===== config.mk =====
export PLATFORM = sky130hd
export DESIGN_NAME = bsg_arb_rr_scan
export DESIGN_NICKNAME = d
export VERILOG_FILES = /design/src/rtl/bsg_arb_rr_scan.sv
export SDC_FILE = /design/constraint.sdc
export NUM_CORES = 1
export LEC_CHECK = 0
export ABC_AREA = 1
export CAP_MARGIN = 20
export CORE_ASPECT_RATIO = 1.2
export CORE_UTILIZATION = 55
export DETAILED_ROUTE_END_ITERATION = 6
export DONT_BUFFER_PORTS = 1
export MAX_ROUTING_LAYER = met4
export PLACE_DENSITY = 0.84
export SLEW_MARGIN = 20
export SYNTH_ARGS = -nofsm -noshare
export SYNTH_HDL_FRONTEND = slang
export SYNTH_SLANG_ARGS = --single-unit

===== constraint.sdc =====
create_clock -name clk_i -period 1.76 [get_ports clk_i]
set_input_delay 0.176 -clock clk_i [delete_from_list [all_inputs] [get_ports clk_i]]
set_output_delay 0.176 -clock clk_i [all_outputs]
set_load 0.1 [all_outputs]

===== src/rtl/bsg_arb_rr_scan.sv =====
`default_nettype none
// ============================================================================
// bsg_arb_rr_scan : registered round-robin arbiter, valid/yumi to one consumer.
// Optional lock input enabled by defining BSG_ARB_RR_LOCK_EN.
// Revision: 1.0
// ============================================================================
module bsg_arb_rr_scan #(
    parameter int ELS_P   = 7,
    parameter int TAG_W_P = 3
) (
    input  logic               clk_i,
    input  logic               reset_n_i,
    input  logic [ELS_P-1:0]   reqs_i,
    output logic               v_o,
    output logic [ELS_P-1:0]   grants_o,
    output logic [TAG_W_P-1:0] tag_o,
`ifdef BSG_ARB_RR_LOCK_EN
    input  logic               lock_i,
`endif
    input  logic               yumi_i
);

    typedef enum logic [0:0] {
        ST_IDLE  = 1'b0,
        ST_GRANT = 1'b1
    } state_e;

    state_e               state_q, state_d;
    logic [ELS_P-1:0]     grant_q, grant_d;
    logic [TAG_W_P-1:0]   last_q, last_d;
    logic [ELS_P-1:0]     w_next;
    logic [TAG_W_P-1:0]   w_cur_tag;
    logic                 w_lock;

    // Lowest-set-bit pick among requesters strictly above last, else wrap to lowest overall.
    function automatic logic [ELS_P-1:0] sel(input logic [ELS_P-1:0]   reqs,
                                             input logic [TAG_W_P-1:0] last);
        logic [ELS_P-1:0] thermo;
        logic [ELS_P-1:0] mask;
        logic [ELS_P-1:0] pick;
        logic [ELS_P-1:0] scan;
        for (int i = 0; i < ELS_P; i++) begin
            thermo[i] = (i <= int'(last));
        end
        mask    = reqs & ~thermo;
        pick    = (|mask) ? mask : reqs;
        scan[0] = pick[0];
        for (int i = 1; i < ELS_P; i++) begin
            scan[i] = scan[i-1] | pick[i];
        end
        return scan & ~(scan << 1);
    endfunction

    function automatic logic [TAG_W_P-1:0] encode(input logic [ELS_P-1:0] oh);
        logic [TAG_W_P-1:0] tag;
        tag = '0;
        for (int i = 0; i < ELS_P; i++) begin
            if (oh[i]) begin
                tag = tag | TAG_W_P'(i);
            end
        end
        return tag;
    endfunction

`ifdef BSG_ARB_RR_LOCK_EN
    assign w_lock = lock_i;
`else
    assign w_lock = 1'b0;
`endif

    assign w_cur_tag = encode(grant_q);

    always_comb begin
        state_d = state_q;
        grant_d = grant_q;
        last_d  = last_q;
        w_next  = '0;
        case (state_q)
            ST_IDLE: begin
                if (|reqs_i) begin
                    grant_d = sel(reqs_i, last_q);
                    state_d = ST_GRANT;
                end
            end
            ST_GRANT: begin
                // A locked accept re-grants the same requester while it still asks.
                if (yumi_i && !(w_lock && |(reqs_i & grant_q))) begin
                    w_next = sel(reqs_i & ~grant_q, w_lock ? last_q : w_cur_tag);
                    if (!w_lock) begin
                        last_d = w_cur_tag;
                    end
                    if (|w_next) begin
                        grant_d = w_next;
                    end else begin
                        grant_d = '0;
                        state_d = ST_IDLE;
                    end
                end
            end
            default: begin
                grant_d = '0;
                state_d = ST_IDLE;
            end
        endcase
    end

    always_ff @(posedge clk_i or negedge reset_n_i) begin
        if (!reset_n_i) begin
            state_q <= ST_IDLE;
            grant_q <= '0;
            last_q  <= TAG_W_P'(ELS_P - 1);
        end else begin
            state_q <= state_d;
            grant_q <= grant_d;
            last_q  <= last_d;
        end
    end

    assign v_o      = (state_q == ST_GRANT);
    assign grants_o = grant_q;
    assign tag_o    = w_cur_tag;

endmodule
`default_nettype wire

==> reports/qor.csv, run 1 <==
stage,metric,value,unit
outcome,lastStage,global routing (5_1_grt),
synthesis,yosys_warnings,0,
placement,io_buffer_count,0,
synthesis,syn_area,912,sq um
global_route,grt_max_degree,12,
synthesis,ys_seq_area_share,30.5,%
floorplan,start_util,61.5,%
clock_tree,cts_sinks,11,
clock_tree,cts-htree-levels,1,
global_route,grt-ovfl-total,50,
clock_tree,cts_buffers,3,
placement,hpwlAfterDp,2480,microns
synthesis,netlist_instances,147,
outcome,status,stopped before the end,
global_route,gr-usage-all-layers,80.2,%
synthesis,synth_seq_cells,11,
synthesis,yosys.cell_types.count,20,
floorplan,rows,15,
placement,place_congestion,0.899,
sta,endpoint_type,register data pin,
sta,grt-worst-endpoint,grants_o[6]$_DFFE_PN0P_/D,
floorplan,die_w,39.2,microns
synthesis,syn_avg_cell_area,6.20,sq um
floorplan,die_h,46.6,microns
placement,placed_area,1210,sq um
clock_tree,cts_root_buf,clkbuf_4,
clock_tree,clk_path_buf_depth,2,
outcome,firstError,[ERROR GRT-0232] Routing congestion too high. Check the congestion heatmap in the GUI.,
synthesis,syn-num-nets,157,
floorplan,ios,21,
[cell families after synthesis]
kind of cell	after synthesis	synth area share [%]
AO/OA/AOI/OAI	23	13.2
buffers and inverters	22	9.05
flip-flops	11	30.5
AND/OR/NAND/NOR	91	47.3
[per-layer routing]
metal / GRT overflow / track usage (%)
met1: 0 / 70.2
met5: - / -
met2: 25 / 100
met4: 25 / 101
met3: 0 / 52.7
[Yosys cell counts (all sizes together)]
cell type | count | area [sq um]
or2 | 1 | 6.26
clkinv | 1 | 3.75
o21ai | 14 | 70.1
nand3 | 14 | 80.1
a31oi | 2 | 12.5
nand3b | 3 | 22.5
nor3 | 3 | 15.0
nand2 | 35 | 144
dfstp | 2 | 52.6
a22oi | 1 | 7.51
inv | 21 | 78.8
dfrtp | 9 | 225
nor2 | 31 | 139
a21oi | 6 | 30.0
nand4 | 4 | 25.0
[stage by stage]
stage / std cells / hold WS (ns) / setup WS, ns
detailed placement: 196 / -0.119 / -0.166
floorplan: 147 / -0.120 / -0.397
global placement: 196 / -0.119 / -0.0572
CTS: 205 / 0.239 / -0.160
[what timing repair did]
action / 4_1_cts
hold endpoints to repair: 11
buffers inserted: 4
resized for setup: 23
hold buffers: 1
endpoints found under the setup margin: 8
pin swaps: 11
==> inputs of run 2 (changes only) <==
--- a/config.mk
+++ b/config.mk
@@ -7,12 +7,11 @@
 export LEC_CHECK = 0
 export ABC_AREA = 1
 export CAP_MARGIN = 20
-export CORE_ASPECT_RATIO = 1.2
-export CORE_UTILIZATION = 55
+export CORE_AREA = 2 2 63 65
 export DETAILED_ROUTE_END_ITERATION = 6
+export DIE_AREA = 0 0 65 67
 export DONT_BUFFER_PORTS = 1
-export MAX_ROUTING_LAYER = met4
-export PLACE_DENSITY = 0.84
+export PLACE_DENSITY_LB_ADDON = 0.15
 export SLEW_MARGIN = 20
 export SYNTH_ARGS = -nofsm -noshare
 export SYNTH_HDL_FRONTEND = slang
==> constraint.sdc (replaced) <==
create_clock -name clk_i -period 2.3 [get_ports clk_i]
set_input_delay 0.23 -clock clk_i [delete_from_list [all_inputs] [get_ports clk_i]]
set_output_delay 0.23 -clock clk_i [all_outputs]
set_load 0.1 [all_outputs]
==> reports/qor.csv, run 2 <==
stage,metric,value,unit,change
outcome,status,finished clean,,
synthesis,async_flop_share,100,%,unchanged
drt,via_per_inst,4.72,,
cells_and_area,final_common_cell,nand2_1,,
sta,rsz0062_at_grt,no,,
worst_setup_path,crit_start,grants_o[3],,
global_route,grt-ovfl-total,0,,
sta,setup_viol,0,,
global_route,gr-usage-all-layers,14.8,%,
cells_and_area,syn_to_final_growth,25.5,%,
cells_and_area,fin_area,1140,sq um,
min_path,hp-class,in2reg,,
cells_and_area,largest_reg_flops,7,,
floorplan,rows,22,,+7
worst_setup_path,required,2.46,ns,
clock_tree,cts_root_buf,clkbuf_8,,
worst_setup_path,critPathCapture,grants_o[6],,
synthesis,netlist_instances,147,,unchanged
sta,period_needed,1.94,ns,
sta,final_max_slew_viol_count,0,,
floorplan,die_w,65,microns,+66%
clock_tree,clk_latency,0.24,ns,
global_route,antenna_found_initial,0,,
placement,placed_area,1090,sq um,-9.9%
drt,drt.antenna.violating_nets,0,,
synthesis,yosys.cell_types.count,20,,unchanged
drt,wl,2820,microns,
worst_setup_path,crit_top_cell,nor2_2,,
floorplan,fp.coreArea,3610,sq um,
clock_tree,cts_sinks,11,,unchanged
global_route,grt_first_pass_wirelength,4830,microns,
worst_setup_path,worstReg2RegStart,grants_o[3],,
floorplan,ios,21,,unchanged
drt,avgRoutedWirePerCell,13.3,microns,
clock_tree,clk_path_buf_depth,2,,unchanged
global_route,grt_max_degree,12,,
placement,io_buffer_count,0,,unchanged
floorplan,die_h,67,microns,+44%
synthesis,syn-num-nets,157,,unchanged
synthesis,synthFlopType,dfrtp_1,,
worst_setup_path,path_buf_inv,1,,
worst_setup_path,cp.arrival,2.10,ns,
floorplan,start_util,25.3,%,-36 points
floorplan,die_area,4360,sq um,
synthesis,post-synth-top-area-cell,dfrtp_1,,
worst_setup_path,crit_slowest_cell,dfrtp_4,,
worst_setup_path,crit_cells,13,,
sta,hold_viol,0,,
worst_setup_path,cp-end-kind,register,,
worst_setup_path,slowest_delay,0.50,ns,
clock_tree,cts_buffers,3,,unchanged
worst_setup_path,reg2reg_to,grants_o[6],,
worst_setup_path,worst_r2r_path_depth,13,,
clock_tree,cts-htree-levels,1,,unchanged
clock_tree,ctsResizeCount,0,,-100%
worst_setup_path,path_class,reg2reg,,
global_route,grt_pass1_vias,966,,
clock_tree,postCtsSetupBuffers,0,,-4
cells_and_area,layout-drive-gt1-share,24.4,%,
synthesis,syn_area,912,sq um,unchanged
clock_tree,cts_tree,built,,
worst_setup_path,reg2reg_slack,0.36,ns,
synthesis,syn_avg_cell_area,6.20,sq um,unchanged
worst_setup_path,cp_cell_sequence,"inv_1, nand2_4, nor2_2, nand2_2, nand2_2, nor2_4, nand3_2, nand2_1, nor2_2, nand2_1, nor2_2, nand3_1, a21oi_1",,
sta,finalClockSkew,0.000876,ns,
cells_and_area,layout_common_cells,"nand2_1 (29), nor2_1 (24), inv_1 (20)",,
placement,hpwlAfterDp,2330,microns,-6.1%
clock_tree,clk_pin_slew_worst_paths,0.06,ns,
min_path,min_path_cells,4,,
synthesis,synth_edf_count,0,,unchanged
sta,maxSlewHeadroom,62.1,%,
sta,tightest_slew,0.567,ns,
synthesis,ys_seq_area_share,30.5,%,unchanged
synthesis,synthTopCellsByCount,"nand2_1 (30), nor2_1 (24), inv_1 (20), o21ai_0 (14), nand3_1 (12)",,
placement,place_congestion,0.865,,-3.8%
sta,tns,0,ns,
drt,drt_iter0_drc,46,,
synthesis,synth_seq_cells,11,,unchanged
synthesis,yosys_warnings,0,,unchanged
cells_and_area,nets,175,,
worst_setup_path,cp-start-kind,register,,
run,drv_cap,0,,
sta,period_share,84.4,%,
synthesis,yosysTopAreaCellShare,24.7,%,unchanged
cells_and_area,antenna_cells,0,,
worst_setup_path,crit_family,simple AND/OR/NAND/NOR gates,,
worst_setup_path,path_max_fanout,5,,
drt,num_vias,1000,,
drt,first_pass_iters,4,,
synthesis,yosys-top-cells-area,"dfrtp_1 (25%), nand2_1 (12%), nor2_1 (9.9%), inv_1 (8.2%), o21ai_0 (7.7%)",,
drt,drc,0,,
synthesis,yosysMostFrequentCell,nand2_1,,
sta,fmax,0.515,GHz,
-- run 2: cell counts after synthesis --
Identical to the previous run, type by type.
-- run 2: tightest hold or removal path, stage by stage --
cell and delay [ns]:
nand3b_1 0.06, nor2_1 0.05, nor2_1 0.08, a21oi_1 0.07
-- run 2: final cells by class --
class	count	area, sq um
Fill cell	417	2460
Multi-Input combinational cell	114	569
Sequential cell	11	288
Timing Repair Buffer	13	100
Inverter	22	82.6
Tap cell	48	60.1
Clock buffer	4	45.0
-- run 2: routing by layer --
| metal | up-vias | GRT usage, % | wire length, microns |
|---|---|---|---|
| li1 | 511 | - | - |
| met4 | 0 | 5.59 | 23 |
| met5 | - | 0 | 0 |
| met3 | 2 | 2.70 | 157 |
| met1 | 465 | 20.0 | 1420 |
| met2 | 22 | 23.3 | 1220 |
-- run 2: logic make-up after synthesis --
kind of cell,count (synthesis),synth area share (%)
and+or+nand+nor,91,47.3
DFF,11,30.5
buffers and inverters,22,9.05
AOI/OAI and AO/OA,23,13.2
-- run 2: worst min path at each step --
stage                          from          end  slack (ns)
final                     reqs_i[6]  grants_o[6]        0.29
after global routing      reqs_i[6]  grants_o[6]        0.32
after CTS                 reqs_i[6]  grants_o[6]        0.28
after detailed placement  reset_n_i          v_o       -0.07
after global placement    reset_n_i    last_q[0]       -0.07
after floorplan           reset_n_i  grants_o[0]       -0.07
-- run 2: timing repair --
| item | in CTS | in global routing |
|---|---|---|
| hold buffers | 1 | 0 |
| endpoints found under the hold margin | 11 | 0 |
| setup endpoints to repair | 0 | 0 |
-- run 2: per-stage QoR --
stage,cells,setup slack (ns),utilization [%],hold WS [ns]
after floorplan,147,0.0647,-,-0.0656
after global placement,207,0.357,30.2,-0.0652
after detailed placement,207,0.379,30.2,-0.0652
after CTS,212,0.343,31.7,0.284
after global routing,212,0.157,31.7,0.321
final,212,0.358,31.7,0.286
Power of run 2 is not shown: default switching activity piles up to over one toggle a cycle in this logic, so the estimate is an artifact.
